**config.mk**
```make
export PLATFORM = sky130hd
export DESIGN_NAME = regfile_2r1w
export DESIGN_NICKNAME = d
export VERILOG_FILES = /design/src/rtl/regfile_2r1w_pkg.sv /design/src/rtl/regfile_byte_merge.sv /design/src/rtl/regfile_2r1w.sv
export SDC_FILE = /design/constraint.sdc
export NUM_CORES = 2
export LEC_CHECK = 0
export ABC_CLOCK_PERIOD_IN_PS = 4000
export BUFFER_PORTS_ARGS = -buffer_cell sky130_fd_sc_hd__buf_2
export CORE_UTILIZATION = 30
export CTS_BUF_LIST = sky130_fd_sc_hd__clkbuf_8 sky130_fd_sc_hd__clkbuf_16
export DETAILED_ROUTE_END_ITERATION = 12
export PLACE_DENSITY = 0.45
export SLEW_MARGIN = 0
export SYNTH_ARGS = -nofsm -noshare
export SYNTH_HDL_FRONTEND = slang
export SYNTH_SLANG_ARGS = --single-unit
```
**constraint.sdc**
```tcl
create_clock -name clk -period 4 [get_ports clk]
set_input_delay 0.8 -clock clk [delete_from_list [all_inputs] [get_ports clk]]
set_output_delay 0.8 -clock clk [all_outputs]
set_load 0.01 [all_outputs]
```
**src/rtl/regfile_2r1w_pkg.sv**
```systemverilog
// Shared constants for the general-purpose register file: default geometry
// and the index of the hardwired zero register.
package regfile_2r1w_pkg;

  localparam int DEF_WIDTH = 32;
  localparam int DEF_DEPTH = 32;
  localparam int ZERO_IDX  = 0;

endpackage : regfile_2r1w_pkg

```
**src/rtl/regfile_byte_merge.sv**
```systemverilog
// Byte-wise merge of a stored word with write data under a byte mask.
// Shared by the write path and both bypass paths so they always agree.
module regfile_byte_merge #(
  parameter int WIDTH = 32
) (
  input  logic [WIDTH-1:0]   stored,
  input  logic [WIDTH-1:0]   wr_data,
  input  logic [WIDTH/8-1:0] wr_be,
  output logic [WIDTH-1:0]   merged
);

  // Take each byte from wr_data where its strobe is set, else keep the stored byte.
  always_comb begin
    // NOTE: assigning a full default before the conditional overrides means
    // every bit is written on every path, so no latch can be inferred.
    merged = stored;
    for (int i = 0; i < WIDTH / 8; i++) begin
      if (wr_be[i]) begin
        merged[8*i +: 8] = wr_data[8*i +: 8];
      end
    end
  end

endmodule : regfile_byte_merge

```
**src/rtl/regfile_2r1w.sv**
```systemverilog
// Two-read / one-write register file with per-byte write strobes, an optional
// hardwired zero register and optional same-cycle write-to-read bypass.
module regfile_2r1w
  import regfile_2r1w_pkg::*;
#(
  parameter  int WIDTH    = DEF_WIDTH,
  parameter  int DEPTH    = DEF_DEPTH,
  parameter  bit ZERO_REG = 1'b1,
  parameter  bit BYPASS   = 1'b1,
  localparam int AW       = $clog2(DEPTH)
) (
  input  logic               clk,
  input  logic               reset,
  input  logic               wr_enable,
  input  logic [AW-1:0]      wr_addr,
  input  logic [WIDTH/8-1:0] wr_be,
  input  logic [WIDTH-1:0]   wr_data,
  input  logic [AW-1:0]      rd_addr_a,
  output logic [WIDTH-1:0]   rd_data_a,
  input  logic [AW-1:0]      rd_addr_b,
  output logic [WIDTH-1:0]   rd_data_b
);

  localparam logic [AW-1:0] ZERO_ADDR = AW'(ZERO_IDX);

  logic [WIDTH-1:0] regs [DEPTH];
  logic [DEPTH-1:0] wr_sel;
  logic [WIDTH-1:0] wr_merged;
  logic [WIDTH-1:0] stored_a, stored_b;
  logic [WIDTH-1:0] merged_a, merged_b;
  logic             zero_a, zero_b;
  logic             hit_a, hit_b;

  // One-hot write decode; the zero register never receives a write.
  always_comb begin
    wr_sel = '0;
    if (wr_enable) begin
      wr_sel[wr_addr] = 1'b1;
    end
    if (ZERO_REG) begin
      wr_sel[ZERO_IDX] = 1'b0;
    end
  end

  regfile_byte_merge #(.WIDTH(WIDTH)) u_wr_merge (
    .stored  (regs[wr_addr]),
    .wr_data (wr_data),
    .wr_be   (wr_be),
    .merged  (wr_merged)
  );

  // Register array: cleared on reset, otherwise the selected entry takes the merged word.
  always_ff @(posedge clk) begin
    // NOTE: this is a flop array, not a RAM macro, and every entry must read 0
    // after reset, so the whole array is cleared here; reset also wins over a
    // concurrent write.
    for (int i = 0; i < DEPTH; i++) begin
      if (reset) begin
        // NOTE: non-blocking assignments for all clocked state, so every
        // register samples pre-edge values regardless of statement order.
        regs[i] <= '0;
      end else if (wr_sel[i]) begin
        regs[i] <= wr_merged;
      end
    end
  end

  // Read-side zero-register masking and bypass hit detection.
  always_comb begin
    zero_a   = ZERO_REG && (rd_addr_a == ZERO_ADDR);
    zero_b   = ZERO_REG && (rd_addr_b == ZERO_ADDR);
    stored_a = zero_a ? '0 : regs[rd_addr_a];
    stored_b = zero_b ? '0 : regs[rd_addr_b];
    hit_a    = BYPASS && wr_enable && (wr_addr == rd_addr_a) && !zero_a;
    hit_b    = BYPASS && wr_enable && (wr_addr == rd_addr_b) && !zero_b;
  end

  regfile_byte_merge #(.WIDTH(WIDTH)) u_byp_merge_a (
    .stored  (stored_a),
    .wr_data (wr_data),
    .wr_be   (wr_be),
    .merged  (merged_a)
  );

  regfile_byte_merge #(.WIDTH(WIDTH)) u_byp_merge_b (
    .stored  (stored_b),
    .wr_data (wr_data),
    .wr_be   (wr_be),
    .merged  (merged_b)
  );

  // Output select: forwarded write data on a bypass hit, stored value otherwise.
  always_comb begin
    rd_data_a = hit_a ? merged_a : stored_a;
    rd_data_b = hit_b ? merged_b : stored_b;
  end

endmodule : regfile_2r1w

```
==> results.py <==
metrics = {
    "floorplanning": {
        "rows": 164,
        "dieWidth_um": 451,
        "initial_utilization_pct": 30.2,
        "coreArea_mm2": 0.200,
        "io_pins": 118,
        "die_h_um": 451,
        "die-area_mm2": 0.203,
    },
    "clock_tree": {
        "numCtsBuffers": 116,
        "h-tree-depth": 3,
        "cts_buffer_depth": 3,
        "cts.sinks": 992,
        "cts_setup_buffers": 0,
        "path_clk_slew_ps": 60,
        "clk_latency_ps": 790,
        "cts_tree": "yes",
        "cts_root_buffer": "clkbuf_16",
    },
    "global_route": {
        "grt_antenna_before_repair": 18,
        "grtUsageTotal_pct": 30.0,
        "grt_pass1_vias": 47829,
        "grt_use_met3_pct": 6.69,
        "use_met1_pct": 38.8,
        "grt_busiest_layer": "met2",
        "grt_start_max_net_pins": 68,
        "grt_overflow": 0,
        "grt_pass1_wl_mm": 418,
        "use_met2_pct": 46.6,
    },
    "sta": {
        "slew_viol_final": 0,
        "fmax_mhz": 246,
        "worst-slew-pin-transition_ps": 1250,
        "rsz0062_at_grt": "false",
        "skew_ps": 26.2,
        "final.period_utilization_pct": 102,
        "slew_headroom_pct": 16.5,
        "setup_viol": 3,
        "fin_crit_ps": 4060,
        "finalHoldViolCount": 0,
        "setup_slack_ps": -61.6,
        "tns_ps": -104,
        "hold_ws_ps": 554,
    },
    "setup_path": {
        "cpMostUsedCell": "buf_12",
        "slowest_delay_ps": 690,
        "cp.required_ps": 3200,
        "critPathKind": "input pin to output pin",
        "path_cells": "clkbuf_8, buf_12, nor3_2, buf_12, buf_12, nand2_1, o2111ai_1, a221oi_1, o31ai_1, buf_2",
        "cp-end-kind": "output pin",
        "slowest_stage": "o31ai_1",
        "crit_arrival_ps": 3260,
        "cp_top_family": "buffers and inverters",
        "cp-start-kind": "input pin",
        "critPathBufInv": 5,
        "path_max_fanout": 16,
    },
    "logic_synthesis": {
        "post_synth.cell_area_avg_um2": 13.2,
        "synth_top_area_share_pct": 49.3,
        "yosysTopAreaCell": "edfxtp_1",
        "synth-edff-count": 992,
        "ys_async_sr_fraction_pct": 0,
        "syn_inst": 4574,
        "dominantRegCellSynth": "edfxtp_1",
        "synthTopCellsByArea": "edfxtp_1, mux4_2, nor3_1",
        "yosysWarnings": 0,
        "synth_nets": 4628,
        "synth.cell_area_mm2": 0.0605,
        "synth-seq-cells": 992,
        "ys_types": 57,
        "ys_seq_area_share_pct": 49.3,
    },
    "power": {
        "ir_drop_uv": 366,
        "power.density_mw_per_mm2": 383,
        "cellLeakagePower_nw": 25.8,
    },
    "drt": {
        "post-route-drc-count": 4,
        "wl_per_cell_um": 41.0,
        "routed_wl_mm": 311,
        "viasPerCell": 6.51,
        "drt_iter0_markers": 8053,
        "dr.pass1.iters": 12,
        "final_antenna_net_count": 0,
        "num_vias": 49384,
    },
    "placed_design": {
        "dp_hpwl_mm": 204,
        "gp_congestion": 0.926,
        "numPortBuffers": 117,
    },
    "cells_and_area": {
        "largest_reg_flops": 992,
        "largest_registers": "regs (992)",
        "areaGrowthSynthToFinish_pct": 20.6,
        "top_register": "regs",
        "fin_util_pct": 36.4,
        "nNetsFinal": 4892,
        "drive_gt1_share_pct": 34.9,
    },
    "run": {
        "drv_cap": 0,
    },
    "min_path": {
        "hold_path_class": "input pin to register",
    },
    "status": {
        "violations": "DRC, setup timing",
        "status": "complete, but fails checks",
    },
}
==> cells in the final DEF (no fill, tap or decap), types with 11 or more instances in the layout <==
cell type  Yosys  layout
a22oi_1       96      96
a2111oi_0     32      16
edfxtp_1     992     992
nor3_1       534     532
a211oi_1      31      31
o31ai_1       34      31
o41ai_1       31      25
mux2_2       129     129
o21ai_1       25      25
a211oi_2      27      27
and3_1        34      34
mux4_2       609     609
buf_12         0     163
mux2i_1      124     124
clkinv_2       0      13
bufinv_16      0      11
a221oi_1     119     117
clkbuf_16      0     116
nand2_2        0      20
o2111ai_1     33      33
o21bai_1      47      23
inv_1          5      28
nor2_1       554     550
o21bai_4       0      24
nand2_4        0      14
nor2b_1       64      56
clkinv_1       1      33
a21oi_1       90      90
buf_2        124     103
nand2_1      296     262
o22ai_1       45      45
buf_4         36     403
==> power breakdown <==
| group | switching [mW] | internal [mW] |
|---|---|---|
| Combinational | 3.06 | 1.97 |
| Sequential | 0.320 | 11.8 |
| Clock | 4.79 | 5.98 |
| Total | 8.17 | 19.8 |
==> what timing repair did <==
item | in CTS | in global routing
hold buffers | 0 | 0
resized for setup | 17 | 18
setup endpoints to repair | 14 | 17
pin swaps | 0 | 1
==> cell families (layout without fill, tap and decap cells) <==
family	after synthesis	in the layout	synth area share, %
DFF	992	992	49.3
and+or+nand+nor	1528	1528	11.3
xor gates and xnor gates	10	10	0.145
muxes	862	862	27.1
other	0	2	0
buffers and inverters	540	899	3.94
AOI/OAI and AO/OA	642	642	8.16
==> per-stage QoR <==
stage	worst slack (ps)	cell area, µm²	power [mW]	std cells
floorplan	157	60500	14.8	4574
detailed placement	-271	69000	17.3	7376
global route	3.08	72900	28.5	7591
global placement	-329	69000	17.2	7376
CTS	-130	72800	27.9	7589
finish	-61.6	72900	27.9	7591
==> worst min-delay path, cell delays in order <==
cell and delay (ps):
buf_2 130, o22ai_1 170, nor2_1 130
==> metal layers <==
| metal | vias up | wire length (µm) | part of all wire (%) |
|---|---|---|---|
| met5 | - | 80 | 0.026 |
| met4 | 12 | 19200 | 6.2 |
| li1 | 18983 | - | - |
| met3 | 791 | 33600 | 11 |
| met2 | 3560 | 141000 | 45 |
| met1 | 26038 | 117000 | 38 |
==> path summary, 6_finish.rpt <==
path | slack (ps) | depth (start not counted) | end | startpoint
setup / recovery | -60 | 10 | rd_data_a[21] | rd_addr_a[1]
hold / removal | 550 | 3 | regs[8][24] | wr_data[24]
setup reg to reg | 1170 | 5 | regs[15][24] | regs[23][24]
hold reg to reg | 1160 | 4 | regs[6][4] | regs[1][4]
==> cell usage after synthesis, types with 27 or more instances <==
cell,number
o22ai_1,45
buf_4,36
o21bai_1,47
mux2i_1,124
buf_2,124
a22oi_1,96
o41ai_1,31
buf_1,65
mux2_2,129
a221oi_1,119
a21oi_1,90
edfxtp_1,992
nor2b_1,64
and3_1,34
nor2_1,554
o2111ai_1,33
mux4_2,609
a211oi_2,27
o31ai_1,34
a211oi_1,31
clkbuf_1,298
a2111oi_0,32
nand2_1,296
nor3_1,534
==> layout make-up <==
class                   count  area [µm²]
multi-input cells        3042       29100
well taps                2656        3320
repair buffers            678        6930
clock inverters            97         848
flip-flops and latches    992       29800
fillers                 19378      127000
clock buffers             116        2900
inverters                   8        30.0
diodes                      2        5.00
Note: power is estimated with default switching activity, not from simulation.
